### src/rtl/histo_pkg.sv
// Shared encodings and constants for the histogram frame sequencer.
// State codes stay plain 3-bit constants so legacy tooling can decode them.
package histo_pkg;

   localparam logic [2:0] ST_IDLE   = 3'd0;
   localparam logic [2:0] ST_ARM    = 3'd1;
   localparam logic [2:0] ST_PRIME  = 3'd2;
   localparam logic [2:0] ST_STREAM = 3'd3;
   localparam logic [2:0] ST_LAST   = 3'd4;

   localparam logic [15:0] HDR_MAGIC = 16'hA55A;

   // Word counter must hold NUM_BINS+1 with NUM_BINS up to 2**addr_w.
   function automatic int wcnt_width(input int addr_w);
      return addr_w + 1;
   endfunction

endpackage

### src/rtl/histo_frame_chk.sv
// Protocol checker: the serializer must never end a streaming word before
// the next word has been prefetched.
module histo_frame_chk (
   input logic clk,
   input logic rst_n,
   input logic in_stream,
   input logic ser_done,
   input logic nxt_v
);

   a_prefetch_ready: assert property (@(posedge clk) disable iff (!rst_n)
      (in_stream && ser_done) |-> nxt_v)
      else $error("histo_frame_chk: ser_done with empty prefetch");

endmodule

### src/rtl/histo_prefetch.sv
// One-word prefetch register plus running checksum of every captured bin.
// A captured bin or the final checksum waits here until the serializer asks for it.
module histo_prefetch
   import histo_pkg::*;
(
   input  logic        clk,
   input  logic        rst_n,
   input  logic        clr,
   input  logic        cap,
   input  logic        consume,
   input  logic        load_trl,
   input  logic [31:0] rd_data,
   output logic [31:0] nxt,
   output logic        nxt_v,
   output logic [31:0] csum
);

   logic [31:0] nxt_q, nxt_d;
   logic [31:0] csum_q, csum_d;
   logic        nxt_v_q, nxt_v_d;

   // Loading the trailer outranks a consume on the same edge so it is never dropped.
   always_comb begin
      nxt_d   = nxt_q;
      nxt_v_d = nxt_v_q;
      csum_d  = csum_q;
      if (clr) begin
         csum_d  = 32'h0;
         nxt_v_d = 1'b0;
      end else if (cap) begin
         nxt_d   = rd_data;
         nxt_v_d = 1'b1;
         csum_d  = csum_q + rd_data;
      end else if (load_trl) begin
         nxt_d   = csum_q;
         nxt_v_d = 1'b1;
      end else if (consume) begin
         nxt_v_d = 1'b0;
      end else begin
         nxt_d = nxt_q;
      end
   end

   always_ff @(posedge clk or negedge rst_n) begin
      if (!rst_n) begin
         nxt_q   <= 32'h0;
         nxt_v_q <= 1'b0;
         csum_q  <= 32'h0;
      end else begin
         nxt_q   <= nxt_d;
         nxt_v_q <= nxt_v_d;
         csum_q  <= csum_d;
      end
   end

   assign nxt   = nxt_q;
   assign nxt_v = nxt_v_q;
   assign csum  = csum_q;

endmodule

### src/rtl/histo_frame_sequencer.sv
// Streams one histogram frame (header, NUM_BINS bins, checksum) into the
// byte-wise word serializer, optionally clearing each bin as it is read.
module histo_frame_sequencer
   import histo_pkg::*;
#(
   parameter int          NUM_BINS      = 1024,
   parameter int          ADDR_W        = 10,
   parameter logic [15:0] MAGIC         = HDR_MAGIC,
   parameter bit          CLEAR_ON_READ = 1'b1
) (
   input  logic              fast_clk_in,
   input  logic              reset_l,
   input  logic              frame_trig,
   input  logic              clr_err,
   output logic              hist_rd_en,
   output logic [ADDR_W-1:0] hist_rd_addr,
   input  logic [31:0]       hist_rd_data,
   output logic              hist_wr_en,
   output logic [ADDR_W-1:0] hist_wr_addr,
   output logic [31:0]       hist_wr_data,
   output logic              ser_reset,
   output logic [31:0]       ser_data,
   input  logic              ser_done,
   output logic              busy,
   output logic              frame_done,
   output logic              overrun,
   output logic [15:0]       frame_cnt
);

   localparam int                WC_W       = wcnt_width(ADDR_W);
   localparam logic [WC_W-1:0]   WC_ALL     = WC_W'(NUM_BINS);
   localparam logic [WC_W-1:0]   WC_LASTBIN = WC_W'(NUM_BINS - 1);
   localparam logic [WC_W-1:0]   WC_ONE     = {{(WC_W-1){1'b0}}, 1'b1};
   localparam logic [ADDR_W-1:0] ADDR_ONE   = {{(ADDR_W-1){1'b0}}, 1'b1};

   logic [2:0]        state_q, state_d;
   logic [ADDR_W-1:0] bin_idx_q, bin_idx_d;
   logic [WC_W-1:0]   word_cnt_q, word_cnt_d;
   logic              rd_en_q, rd_en_d;
   logic [ADDR_W-1:0] rd_addr_q, rd_addr_d;
   logic              cap_q, cap_d;
   logic              wr_en_q, wr_en_d;
   logic [ADDR_W-1:0] wr_addr_q, wr_addr_d;
   logic              ser_reset_q, ser_reset_d;
   logic [31:0]       ser_data_q, ser_data_d;
   logic              busy_q, busy_d;
   logic              frame_done_q, frame_done_d;
   logic              overrun_q, overrun_d;
   logic [15:0]       frame_cnt_q, frame_cnt_d;

   logic              pf_clr_s, pf_consume_s, pf_load_trl_s;
   logic [31:0]       nxt_s, csum_s;
   logic              nxt_v_s, in_stream_s;

   // Frame FSM; each serializer word boundary also schedules the next bin read.
   always_comb begin
      state_d       = state_q;
      bin_idx_d     = bin_idx_q;
      word_cnt_d    = word_cnt_q;
      rd_en_d       = 1'b0;
      rd_addr_d     = rd_addr_q;
      ser_reset_d   = ser_reset_q;
      ser_data_d    = ser_data_q;
      busy_d        = busy_q;
      frame_done_d  = 1'b0;
      frame_cnt_d   = frame_cnt_q;
      pf_clr_s      = 1'b0;
      pf_consume_s  = 1'b0;
      pf_load_trl_s = 1'b0;
      case (state_q)
         ST_IDLE: begin
            ser_reset_d = 1'b1;
            if (frame_trig) begin
               ser_data_d = {MAGIC, frame_cnt_q};
               rd_en_d    = 1'b1;
               rd_addr_d  = {ADDR_W{1'b0}};
               bin_idx_d  = {ADDR_W{1'b0}};
               word_cnt_d = {WC_W{1'b0}};
               pf_clr_s   = 1'b1;
               busy_d     = 1'b1;
               state_d    = ST_ARM;
            end else begin
               busy_d = 1'b0;
            end
         end
         ST_ARM: begin
            ser_reset_d = 1'b0;
            state_d     = ST_PRIME;
         end
         ST_PRIME: begin
            if (ser_done) begin
               state_d = ST_STREAM;
            end else begin
               state_d = ST_PRIME;
            end
         end
         ST_STREAM: begin
            if (ser_done) begin
               ser_data_d   = nxt_s;
               pf_consume_s = 1'b1;
               word_cnt_d   = word_cnt_q + WC_ONE;
               if (word_cnt_q == WC_ALL) begin
                  state_d = ST_LAST;
               end else if (word_cnt_q == WC_LASTBIN) begin
                  pf_load_trl_s = 1'b1;
               end else begin
                  rd_en_d   = 1'b1;
                  rd_addr_d = bin_idx_q + ADDR_ONE;
                  bin_idx_d = bin_idx_q + ADDR_ONE;
               end
            end else begin
               state_d = ST_STREAM;
            end
         end
         ST_LAST: begin
            if (ser_done) begin
               ser_reset_d  = 1'b1;
               frame_done_d = 1'b1;
               frame_cnt_d  = frame_cnt_q + 16'd1;
               busy_d       = 1'b0;
               state_d      = ST_IDLE;
            end else begin
               state_d = ST_LAST;
            end
         end
         default: begin
            ser_reset_d = 1'b1;
            busy_d      = 1'b0;
            state_d     = ST_IDLE;
         end
      endcase
   end

   // Read data arrives the cycle after the strobe; the clear follows the capture.
   always_comb begin
      cap_d     = rd_en_q;
      wr_en_d   = CLEAR_ON_READ && cap_q;
      wr_addr_d = cap_q ? rd_addr_q : wr_addr_q;
      if (frame_trig && busy_q) begin
         overrun_d = 1'b1;
      end else if (clr_err) begin
         overrun_d = 1'b0;
      end else begin
         overrun_d = overrun_q;
      end
   end

   always_ff @(posedge fast_clk_in or negedge reset_l) begin
      if (!reset_l) begin
         state_q      <= ST_IDLE;
         bin_idx_q    <= {ADDR_W{1'b0}};
         word_cnt_q   <= {WC_W{1'b0}};
         rd_en_q      <= 1'b0;
         rd_addr_q    <= {ADDR_W{1'b0}};
         cap_q        <= 1'b0;
         wr_en_q      <= 1'b0;
         wr_addr_q    <= {ADDR_W{1'b0}};
         ser_reset_q  <= 1'b1;
         ser_data_q   <= 32'h0;
         busy_q       <= 1'b0;
         frame_done_q <= 1'b0;
         overrun_q    <= 1'b0;
         frame_cnt_q  <= 16'h0;
      end else begin
         state_q      <= state_d;
         bin_idx_q    <= bin_idx_d;
         word_cnt_q   <= word_cnt_d;
         rd_en_q      <= rd_en_d;
         rd_addr_q    <= rd_addr_d;
         cap_q        <= cap_d;
         wr_en_q      <= wr_en_d;
         wr_addr_q    <= wr_addr_d;
         ser_reset_q  <= ser_reset_d;
         ser_data_q   <= ser_data_d;
         busy_q       <= busy_d;
         frame_done_q <= frame_done_d;
         overrun_q    <= overrun_d;
         frame_cnt_q  <= frame_cnt_d;
      end
   end

   histo_prefetch u_prefetch (
      .clk      (fast_clk_in),
      .rst_n    (reset_l),
      .clr      (pf_clr_s),
      .cap      (cap_q),
      .consume  (pf_consume_s),
      .load_trl (pf_load_trl_s),
      .rd_data  (hist_rd_data),
      .nxt      (nxt_s),
      .nxt_v    (nxt_v_s),
      .csum     (csum_s)
   );

   assign in_stream_s = (state_q == ST_STREAM);

   histo_frame_chk u_chk (
      .clk       (fast_clk_in),
      .rst_n     (reset_l),
      .in_stream (in_stream_s),
      .ser_done  (ser_done),
      .nxt_v     (nxt_v_s)
   );

   assign hist_rd_en   = rd_en_q;
   assign hist_rd_addr = rd_addr_q;
   assign hist_wr_en   = wr_en_q;
   assign hist_wr_addr = wr_addr_q;
   assign hist_wr_data = 32'h0;
   assign ser_reset    = ser_reset_q;
   assign ser_data     = ser_data_q;
   assign busy         = busy_q;
   assign frame_done   = frame_done_q;
   assign overrun      = overrun_q;
   assign frame_cnt    = frame_cnt_q;

endmodule

### config.mk
export PLATFORM = sky130hd
export DESIGN_NAME = histo_frame_sequencer
export DESIGN_NICKNAME = d
export VERILOG_FILES = /design/src/rtl/histo_pkg.sv /design/src/rtl/histo_frame_chk.sv /design/src/rtl/histo_prefetch.sv /design/src/rtl/histo_frame_sequencer.sv
export SDC_FILE = /design/constraint.sdc
export NUM_CORES = 1
export LEC_CHECK = 0
export CELL_PAD_IN_SITES_DETAIL_PLACEMENT = 0
export CELL_PAD_IN_SITES_GLOBAL_PLACEMENT = 1
export CORE_ASPECT_RATIO = 1.2
export CORE_MARGIN = 2
export CORE_UTILIZATION = 37
export CTS_CLUSTER_DIAMETER = 50
export DETAILED_ROUTE_END_ITERATION = 10
export GPL_ROUTABILITY_DRIVEN = 0
export PLACE_DENSITY_LB_ADDON = 0.08
export SYNTH_ARGS = -nofsm -noshare
export SYNTH_HDL_FRONTEND = slang
export SYNTH_SLANG_ARGS = --single-unit
### constraint.sdc
create_clock -name fast_clk_in -period 2.5 [get_ports fast_clk_in]
set_input_delay 0.5 -clock fast_clk_in [delete_from_list [all_inputs] [get_ports fast_clk_in]]
set_output_delay 0.5 -clock fast_clk_in [all_outputs]
set_load 0.02 [all_outputs]
==> results.md <==
* Ant. Diodes at 0
* Initial Utilization at 37.5%
* Final worst path period share at 107%
* Reg2reg end: u_prefetch.csum[30]$_DFFE_PN0P_
* Post-Place Setup Slack at -0.876 ns
* Largest net degree at the start of global routing at 58
* Total CTS buffers at 17
* Max Used Layer: met4
* CP max FO at 2
* Asr flop ratio synth at 100%
* Number of H-tree levels at 4
* Final setup TNS at -0.603 ns
* Worst setup margin at -0.171 ns
* Mapped Avg Cell Area at 9.98 um^2
* Yosys warnings at 0
* Area grow syn2layout at 38.0%
* Maximum clock rate at 0.374 GHz
* Worst EP arrival at 2.97 ns
* First-pass GRT wire length at 37.1 mm
* Cell accounting for the most synthesized area: dfrtp_1
* Setup-failing EPs final at 7
* Met2 routed WL at 11.7 mm
* CP Capture Type: flop
* Hold_ws at 0.0502 ns
* Fin. Hold Viols at 0
* Row Count at 60
* Ys flop type: dfrtp_1
* Area share of the largest cell type after synthesis at 45.4%
* Worst-Margin Slew at 0.592 ns
* Largest cells by area after synthesis: dfrtp_1, mux2i_1, ha_1
* Synth unique cells at 62
* Hold Buf Count CTS at 0
* Antenna violations before repair at 0
* Skew final at 0.0102 ns
* Routed WL at 22.8 mm
* PortBufs at 110
* Setup CP Type: reg -> reg
* Routed length per instance at 16.9 um
* Clk Latency, worst-skew pair at 0.43 ns
* Synth Instances at 840
* Clk slew on worst S/H paths at 0.07 ns
* Top cells by count, synth: dfrtp_1, nor2_1, nand2_1, a21oi_1, mux2i_1
* Number of max-cap violations at 0
* Total track usage at 19.5%
* CTS tree: done
* HPWL after DPL at 16.8 mm
* R2R depth at 12
* Die Width at 141 um
* Flop-to-flop setup slack at -0.17 ns
* CTS sink cnt at 153
* Post-layout min period at 2.67 ns
* Crit path required time at 2.80 ns
* CTS max path bufs at 2
* TritonRoute pass-1 iters at 4
* Metal3 WL at 685 um
* Initial DRC Count at 325
* RSZ-0062 raised after global routing: true
* Die H at 169 um
* Via-per-instance ratio at 5.11
* Leakage at 5.34 nW
* Worst setup SP type: flop
* Placed inst area at 0.0106 mm^2
* Most common cell in the synthesized netlist: dfrtp_1
* Die Area at 0.0239 mm^2
* I/O Pins at 143
* Post-synth EDFFs at 0
* Failing checks: setup timing
* Slew margin rel. at 60.5%
* Post-route ant nets at 0
* Status: finished, violations left
* Worst R2R Start: u_prefetch.csum[0]$_DFFE_PN0P_
* Vias in the first global route at 7100
* Layout cells sized above 1 at 22.0%
* # DRC at 0
* Final Slew Violations at 0
* Total grt overflow at 0
* CTS root buf: clkbuf_16
* Sequential-to-total area share from yosys stat at 45.7%
* Met1 Wirelength at 10.1 mm
* Total Nets Final at 1129
* Register bit total from synthesis at 153
* Design Area, Final at 0.0116 mm^2
* Vias at 6882
* Worst min-delay path category: in -> async
* Post-Syn Area at 0.00838 mm^2
* CORE AREA at 0.0224 mm^2
* Pwr/cell area at 1220 mW/mm^2
* Peak supply drop at 589 uV
[cell type report]
| cell class | count | area (um^2) |
|---|---|---|
| tap | 279 | 349 |
| inverter | 7 | 26.3 |
| fill | 2047 | 10800 |
| clock inverter | 14 | 161 |
| sequential | 153 | 3830 |
| multi-input combinational | 633 | 4570 |
| timing repair buffer | 244 | 2190 |
| clock buffer | 18 | 429 |
[how the worst max path moves through the flow]
stage	start	endpoint	slack, ns	cells after the start
floorplan	hist_rd_data[0]	u_prefetch.csum[28]$_DFFE_PN0P_	-0.13	11
global placement	hist_rd_data[0]	u_prefetch.csum[28]$_DFFE_PN0P_	-0.82	12
detailed placement	hist_rd_data[0]	u_prefetch.csum[28]$_DFFE_PN0P_	-0.88	12
CTS	u_prefetch.csum[0]$_DFFE_PN0P_	u_prefetch.csum[30]$_DFFE_PN0P_	-0.25	12
global route	u_prefetch.csum[0]$_DFFE_PN0P_	u_prefetch.csum[28]$_DFFE_PN0P_	-0.33	12
finish	u_prefetch.csum[0]$_DFFE_PN0P_	u_prefetch.csum[30]$_DFFE_PN0P_	-0.17	12
[routing by layer]
metal / track usage [%] / vias to the layer above
li1: - / 3343
met2: 34.4 / 120
met5: 0 / -
met4: 5.00 / 0
met3: 3.03 / 18
met1: 25.1 / 3401
[cell usage in the layout, fill, tap and decap left out, types with 4 or more instances in the layout]
cell	instances
clkinvlp_4	4
o21ai_0	26
dlygate4sd2_1	6
a21o_1	22
nand4_1	20
mux2i_1	53
nor2_1	91
xnor2_1	21
xor2_1	35
nor2b_1	7
o22ai_1	10
a21oi_1	52
a31oi_1	12
conb_1	32
inv_1	7
dlymetal6s2s_1	7
and3_1	8
buf_4	128
nand3_1	18
mux2_2	11
o21a_1	6
o21ai_1	7
buf_12	6
o22a_1	8
inv_6	5
ha_4	15
dfrtp_1	151
or3_1	5
clkdlybuf4s50_1	96
nand2_1	63
clkbuf_16	17
ha_1	19
a21oi_2	8
nand2b_1	14
a22o_1	8
[state kept, by name (all words and copies together) (netlist names), 3 cells and up]
name             count
word_cnt_q          11
hist_wr_addr        10
frame_cnt           16
ser_data            32
state_q              3
u_prefetch.nxt      32
hist_rd_addr        10
u_prefetch.csum     32
[worst max-delay path: stages (launching register included)]
cell and delay, ns:
dfrtp_1 0.41, ha_4 0.17, fa_2 0.35, a211oi_2 0.22, o21bai_2 0.11, a221oi_4 0.27
buf_4 0.18, o21ai_4 0.06, a21oi_2 0.21, nor2_1 0.08, a221oi_2 0.26, xor2_1 0.17
o22ai_1 0.08
[power breakdown]
part	leakage (nW)	internal, mW	switching [mW]
Clock	0.278	1.50	1.15
Sequential	1.94	3.34	0.694
Combinational	3.12	3.66	3.71
[cell families after synthesis]
| family | Yosys count | synth area share, % |
|---|---|---|
| buffers and inverters | 85 | 5.40 |
| AO/OA/AOI/OAI | 193 | 15.3 |
| XOR/XNOR | 58 | 6.06 |
| AND/OR/NAND/NOR | 250 | 14.3 |
| adder cells (fa/ha/maj) | 36 | 5.46 |
| multiplexers | 64 | 7.81 |
| flip-flops | 153 | 45.7 |
| other | 1 | 0.0447 |
[per-stage QoR]
stage	instances	util, %	power (mW)
4_1_cts	1346	50.9	13.9
3_5_place_dp	1309	47.6	11.0
2_1_floorplan	871	-	8.16
3_3_place_gp	1309	47.6	10.9
5_1_grt	1348	51.7	15.1
6_report	1348	51.7	14.1
[what timing repair did]
item	in CTS	in global routing
gates cloned	0	0
pin swaps	24	21
hold endpoints to repair	0	0
endpoints found under the setup margin	18	20
buffers inserted	7	4
resized for setup	23	30
(Power assumes the default switching activity.)
